`src/rtl/gfx_pkg.sv`:
```
// Shared graphics definitions: draw-command modes, plotter states, default
// screen geometry and the palette used by the game framebuffer.
package gfx_pkg;

  localparam logic [1:0] MODE_CLEAR  = 2'd0;
  localparam logic [1:0] MODE_RECT   = 2'd1;
  localparam logic [1:0] MODE_SPRITE = 2'd2;

  typedef enum logic [1:0] {
    ST_IDLE   = 2'd0,
    ST_DRAW   = 2'd1,
    ST_FINISH = 2'd2
  } plot_state_e;

  localparam int DEF_SCREEN_W = 160;
  localparam int DEF_SCREEN_H = 120;

  localparam logic [2:0] COLOR_BLACK  = 3'b000;
  localparam logic [2:0] COLOR_FLOOR  = 3'b010;
  localparam logic [2:0] COLOR_RED    = 3'b100;
  localparam logic [2:0] COLOR_YELLOW = 3'b110;
  localparam logic [2:0] COLOR_WHITE  = 3'b111;

endpackage

```
`src/rtl/raster_counter.sv`:
```
// Column/row scan counter with a programmable extent. Walks col 0..ext_w-1
// within each row, then advances the row, and flags the final pixel.
module raster_counter #(
  parameter int COL_W = 8,
  parameter int ROW_W = 7
) (
  input  logic             clk,
  input  logic             reset_n,
  input  logic             clear_i,
  input  logic             step_i,
  input  logic [COL_W-1:0] ext_w_i,
  input  logic [ROW_W-1:0] ext_h_i,
  output logic [COL_W-1:0] col_o,
  output logic [ROW_W-1:0] row_o,
  output logic             last_o
);

  logic [COL_W-1:0] col_q, col_d;
  logic [ROW_W-1:0] row_q, row_d;
  logic             endOfRow;

  assign endOfRow = (col_q == (ext_w_i - COL_W'(1)));
  assign last_o   = endOfRow && (row_q == (ext_h_i - ROW_W'(1)));
  assign col_o    = col_q;
  assign row_o    = row_q;

  // Next scan position: clear wins, otherwise wrap col at the row end.
  always_comb begin
    col_d = col_q;
    row_d = row_q;
    if (clear_i) begin
      col_d = '0;
      row_d = '0;
    end else if (step_i) begin
      if (endOfRow) begin
        col_d = '0;
        row_d = row_q + ROW_W'(1);
      end else begin
        col_d = col_q + COL_W'(1);
      end
    end
  end

  // Scan position registers.
  always_ff @(posedge clk or negedge reset_n) begin
    if (!reset_n) begin
      col_q <= '0;
      row_q <= '0;
    end else begin
      col_q <= col_d;
      row_q <= row_d;
    end
  end

endmodule

```
`src/rtl/pixel_plotter.sv`:
```
// Command-driven pixel engine: clears the screen, fills rectangles or stamps
// 1-bpp sprites, emitting one clipped (x, y, colour, plot) write per clock.
module pixel_plotter
  import gfx_pkg::*;
#(
  parameter int SCREEN_W = DEF_SCREEN_W,
  parameter int SCREEN_H = DEF_SCREEN_H,
  parameter int X_W      = 8,
  parameter int Y_W      = 7,
  parameter int COLOR_W  = 3,
  parameter int SPR_W    = 8,
  parameter int SPR_H    = 8
) (
  input  logic                   clk,
  input  logic                   reset_n,
  input  logic                   start,
  input  logic [1:0]             mode,
  input  logic [X_W-1:0]         x0,
  input  logic [Y_W-1:0]         y0,
  input  logic [X_W-1:0]         w,
  input  logic [Y_W-1:0]         h,
  input  logic [COLOR_W-1:0]     fg_color,
  input  logic [SPR_W*SPR_H-1:0] sprite_bits,
  input  logic                   abort,
  output logic [X_W-1:0]         x,
  output logic [Y_W-1:0]         y,
  output logic [COLOR_W-1:0]     color,
  output logic                   plot,
  output logic                   busy,
  output logic                   done
);

  localparam int IDX_W = $clog2(SPR_W * SPR_H);

  plot_state_e state_q, state_d;

  logic [X_W-1:0]         originX_q, extW_q;
  logic [Y_W-1:0]         originY_q, extH_q;
  logic [COLOR_W-1:0]     cmdColor_q;
  logic [SPR_W*SPR_H-1:0] bits_q;
  logic                   isSprite_q;

  logic [X_W-1:0]     x_q;
  logic [Y_W-1:0]     y_q;
  logic [COLOR_W-1:0] color_q;
  logic               plot_q, done_q;

  logic           accept, cntClear, cntStep, lastPixel, emptyRect;
  logic [X_W-1:0] col;
  logic [Y_W-1:0] row;
  logic [X_W:0]   px;
  logic [Y_W:0]   py;
  logic [IDX_W-1:0] sprIdx;
  logic           pixelOn, plot_d;

  assign accept    = (state_q == ST_IDLE) && start;
  assign emptyRect = (mode != MODE_CLEAR) && (mode != MODE_SPRITE) &&
                     ((w == '0) || (h == '0));

  raster_counter #(.COL_W(X_W), .ROW_W(Y_W)) u_raster (
    .clk     (clk),
    .reset_n (reset_n),
    .clear_i (cntClear),
    .step_i  (cntStep),
    .ext_w_i (extW_q),
    .ext_h_i (extH_q),
    .col_o   (col),
    .row_o   (row),
    .last_o  (lastPixel)
  );

  // State register.
  always_ff @(posedge clk or negedge reset_n) begin
    if (!reset_n) state_q <= ST_IDLE;
    else          state_q <= state_d;
  end

  // Next state: empty rectangles skip straight to the done pulse.
  always_comb begin
    state_d = state_q;
    unique case (state_q)
      ST_IDLE:   if (start) state_d = emptyRect ? ST_FINISH : ST_DRAW;
      ST_DRAW:   if (abort) state_d = ST_IDLE;
                 else if (lastPixel) state_d = ST_FINISH;
      ST_FINISH: state_d = ST_IDLE;
      default:   state_d = ST_IDLE;
    endcase
  end

  // FSM outputs: busy only while scanning, counter control.
  always_comb begin
    busy     = (state_q == ST_DRAW);
    cntStep  = (state_q == ST_DRAW);
    cntClear = accept;
  end

  // Command latch; CLEAR and SPRITE override the caller's geometry.
  always_ff @(posedge clk or negedge reset_n) begin
    if (!reset_n) begin
      originX_q  <= '0;
      originY_q  <= '0;
      extW_q     <= '0;
      extH_q     <= '0;
      cmdColor_q <= '0;
      bits_q     <= '0;
      isSprite_q <= 1'b0;
    end else if (accept) begin
      bits_q <= sprite_bits;
      if (mode == MODE_CLEAR) begin
        originX_q  <= '0;
        originY_q  <= '0;
        extW_q     <= X_W'(SCREEN_W);
        extH_q     <= Y_W'(SCREEN_H);
        cmdColor_q <= '0;
        isSprite_q <= 1'b0;
      end else if (mode == MODE_SPRITE) begin
        originX_q  <= x0;
        originY_q  <= y0;
        extW_q     <= X_W'(SPR_W);
        extH_q     <= Y_W'(SPR_H);
        cmdColor_q <= fg_color;
        isSprite_q <= 1'b1;
      end else begin
        originX_q  <= x0;
        originY_q  <= y0;
        extW_q     <= w;
        extH_q     <= h;
        cmdColor_q <= fg_color;
        isSprite_q <= 1'b0;
      end
    end
  end

  // Pixel generation one bit wider than the screen so clipping never wraps.
  always_comb begin
    px      = {1'b0, originX_q} + {1'b0, col};
    py      = {1'b0, originY_q} + {1'b0, row};
    sprIdx  = IDX_W'(row) * IDX_W'(SPR_W) + IDX_W'(col);
    pixelOn = (state_q == ST_DRAW) &&
              (px < (X_W+1)'(SCREEN_W)) && (py < (Y_W+1)'(SCREEN_H)) &&
              (!isSprite_q || bits_q[sprIdx]);
    plot_d  = pixelOn && !abort;
  end

  // Output registers; coordinates and colour hold while plot is low.
  always_ff @(posedge clk or negedge reset_n) begin
    if (!reset_n) begin
      x_q     <= '0;
      y_q     <= '0;
      color_q <= '0;
      plot_q  <= 1'b0;
      done_q  <= 1'b0;
    end else begin
      plot_q <= plot_d;
      done_q <= (state_q == ST_FINISH);
      if (plot_d) begin
        x_q     <= px[X_W-1:0];
        y_q     <= py[Y_W-1:0];
        color_q <= cmdColor_q;
      end
    end
  end

  assign x     = x_q;
  assign y     = y_q;
  assign color = color_q;
  assign plot  = plot_q;
  assign done  = done_q;

endmodule

```
`config.mk`:
```
export PLATFORM = sky130hd
export DESIGN_NAME = pixel_plotter
export DESIGN_NICKNAME = d
export VERILOG_FILES = /design/src/rtl/gfx_pkg.sv /design/src/rtl/raster_counter.sv /design/src/rtl/pixel_plotter.sv
export SDC_FILE = /design/constraint.sdc
export NUM_CORES = 1
export LEC_CHECK = 0
export BUFFER_PORTS_ARGS = -buffer_cell sky130_fd_sc_hd__buf_2
export CORE_ASPECT_RATIO = 1.4
export CORE_MARGIN = 3
export CORE_UTILIZATION = 30
export CTS_CLUSTER_SIZE = 8
export DETAILED_ROUTE_END_ITERATION = 8
export SYNTH_ARGS = -nofsm -noshare
export SYNTH_HDL_FRONTEND = slang
export SYNTH_SLANG_ARGS = --single-unit
```
`constraint.sdc`:
```
create_clock -name clk -period 7.2 [get_ports clk]
set_clock_uncertainty 0.1 [all_clocks]
set_input_delay 0.72 -clock clk [delete_from_list [all_inputs] [get_ports clk]]
set_output_delay 0.72 -clock clk [all_outputs]
set_load 0.005 [all_outputs]
```
==> impl_metrics.yaml <==
run_status:
  status: "finished clean"
layout:
  final_cell_count_no_fill: 1169
  final_cell_mix: "nand2_1 (258), dfrtp_1 (135), buf_2 (122)"
  diodes: 0
  syn2layout_area_growth_pct: 20.3
  fillCellCount: 2365
  multi_input_area_mm2: 0.00344
  layout_commonest_cell: "nand2_1"
  seq_area_mm2: 0.00338
  nets: 981
  drive_above_1_share_pct: 23.0
critical_path:
  cp_max_fo: 19
  crit_path_top_delay_cell: "fa_1"
  crit_path_cell_trace: "ha_1 -> fa_1 -> nand2b_1 -> nor4b_1 -> or3_1 -> o41ai_1 -> a2111oi_2 -> o211ai_2 -> mux2_2"
  critPathTopFamily: "compound AO/OA/AOI/OAI gates"
  path_buf_inv: 0
  critPathLaunchType: "flop"
  cp_data_required_time_ns: 7.42
  cp-end-kind: "flop"
  critPathKind: "flop to flop"
  slowest_delay_ns: 0.62
  cp_data_arrival_time_ns: 3.85
logic_synthesis:
  ys_warn_count: 0
  yosys_most_used_dff: "dfrtp_1"
  yosysTopAreaCell: "dfrtp_1"
  ys_ff_latch: 135
  synth_async_sr_flop_share_pct: 100
  avgSynthCellArea_um2: 9.40
  synth_nets: 874
  yosysTopAreaCellShare_pct: 48.1
  synthCells: 748
  yosysUniqueCellTypes: 59
  yosysSeqAreaShare_pct: 48.1
  synth_edf_count: 0
  synth.area.top_cells: "dfrtp_1 (48%), nand2_1 (14%), ha_1 (3.6%), mux4_2 (3.5%), xnor2_1 (3.2%)"
  synthesis.area_mm2: 0.00703
global_routing:
  grt_pass1_wl_mm: 28.9
  grt_start_max_net_pins: 92
  grt_pass1_vias: 5521
  track_usage_pct: 14.6
  overflow: 0
  antenna_found_initial: 0
clocking:
  cts_tree: "built"
  postCtsSetupRepairBufs: 0
  root_buffer: "clkbuf_16"
  ctsHtreeMaxLevel: 4
  path_clk_slew_ns: 0.06
  cts_repair_resize_count: 0
  postCtsHoldBufs: 0
  clock_path_buffers: 2
  clkLatencyLatePin_ns: 0.43
  cts_sinks: 135
  cts_buffers: 17
timing:
  report.final.hold_viol_count: 0
  slew_violations: 0
  period_needed_ns: 3.63
  worst_hold_slack_ns: 0.141
  rsz0062_at_grt: "false"
  worst_slew_pin_slew_ns: 1.04
  finalSetupTns_ns: 0
  slew_headroom_pct: 30.9
  max_freq_mhz: 275
  setup_viol: 0
  min_period_over_period_pct: 50.5
route:
  drt_first_pass_iters: 4
  vias: 5481
  ant_nets: 0
  route.detailed.drc: 0
  wl_met1_mm: 7.59
  viasPerCell: 4.69
  wl_per_cell_um: 15.2
  routed-wl-met2_mm: 9.30
  wl_met3_um: 626
  drt_iter0_markers: 259
  routed.top_layer: "met4"
  routed_wl_mm: 17.8
pwr:
  p_per_area_mw_per_mm2: 397
  leakage_uw: 0.00422
  ir_drop_v: 0.000181
  p_total_uw: 3360
floorplanning:
  die-area_mm2: 0.0253
  start_util_pct: 30.9
  rows: 65
  io_pins: 124
  die_y_um: 187
  coreArea_mm2: 0.0228
  die_w_um: 135
placement:
  routabilityCongestion: 0.824
  post-dp-hpwl_mm: 13.1
  port_buffers: 123
  dpl.cell_count: 1137
job:
  max_cap_viol_count: 0
min_path:
  hold_class: "input port to async pin"
kinds of logic after synthesis:
| group | count (synthesis) | share of synthesized area (%) |
|---|---|---|
| and+or+nand+nor | 379 | 23.5 |
| DFF | 135 | 48.1 |
| AOI/OAI and AO/OA | 81 | 8.21 |
| buffers and inverters | 53 | 3.08 |
| muxes | 44 | 8.58 |
| xor gates and xnor gates | 33 | 4.11 |
| adders and majority gates | 23 | 4.41 |
worst paths after layout:
kind / startpoint / to / slack [ns] / cells after the start
min: reset_n / y[3] / 0.14 / 1
min reg2reg: bits_q[3] / bits_q[3] / 0.37 / 2
max: u_raster.row_o[0] / x[1] / 3.57 / 9
min in group clk: bits_q[3] / bits_q[3] / 0.37 / 2
max reg2reg: u_raster.row_o[0] / x[1] / 3.57 / 9
max in group asynchronous: reset_n / bits_q[36] / 5.45 / 2
metal layers:
| metal | vias to the layer above | GRT usage [%] |
|---|---|---|
| met5 | - | 0 |
| met2 | 105 | 25.6 |
| li1 | 2762 | - |
| met3 | 17 | 3.15 |
| met4 | 0 | 4.19 |
| met1 | 2597 | 17.8 |
power by group:
part	switching, uW	total, uW	leakage [uW]	internal, uW
Clock	353	810	0.000266	456
Sequential	235	1310	0.00170	1080
Combinational	670	1240	0.00225	568
stage by stage:
step | setup WS [ns] | utilization [%] | area [um2]
6_report | 3.57 | 37.1 | 8460
2_1_floorplan | 4.01 | - | 7030
3_5_place_dp | 3.62 | 34.7 | 7900
5_1_grt | 3.36 | 37.1 | 8460
3_3_place_gp | 3.64 | 34.7 | 7900
4_1_cts | 3.58 | 37.1 | 8460
registers in the layout (all words and copies together), names as in the netlist:
name            count
bits_q             64
cmdColor_q          3
color               3
done                1
extH_q              7
extW_q              8
isSprite_q          1
originX_q           8
originY_q           7
plot                1
state_q             2
u_raster.col_o      8
u_raster.row_o      7
x                   8
y                   7
synth_stat cells, types with 3 or more instances:
master,n
a211oi_1,3
a21o_1,3
a21oi_1,18
a31oi_1,14
and3_1,3
buf_1,6
buf_2,5
buf_4,3
clkbuf_1,25
dfrtp_1,135
fa_1,3
ha_1,20
inv_1,14
mux2_1,3
mux2_2,17
mux2i_1,13
mux4_2,11
nand2_1,259
nand2b_1,7
nand3_1,35
nand3b_1,4
nor2_1,23
nor2b_1,7
nor3_1,11
nor4_1,6
o211a_1,3
o21ai_0,17
or2_2,3
or3_1,8
xnor2_1,26
xor2_1,7
layout make-up:
class,instances,share of cell area (%)
Multi-Input combinational cell,560,40.7
Sequential cell,135,39.9
Timing Repair Buffer,127,7.71
Clock buffer,18,5.19
Tap cell,301,4.45
Clock inverter,14,1.35
Inverter,14,0.621
worst reg2reg max path: stages (launching register included):
cell,delay [ns]
dfrtp_1,0.47
ha_1,0.23
fa_1,0.62
nand2b_1,0.18
nor4b_1,0.07
or3_1,0.36
o41ai_1,0.60
a2111oi_2,0.07
o211ai_2,0.40
mux2_2,0.42
Power figures use the tool's default switching activity.
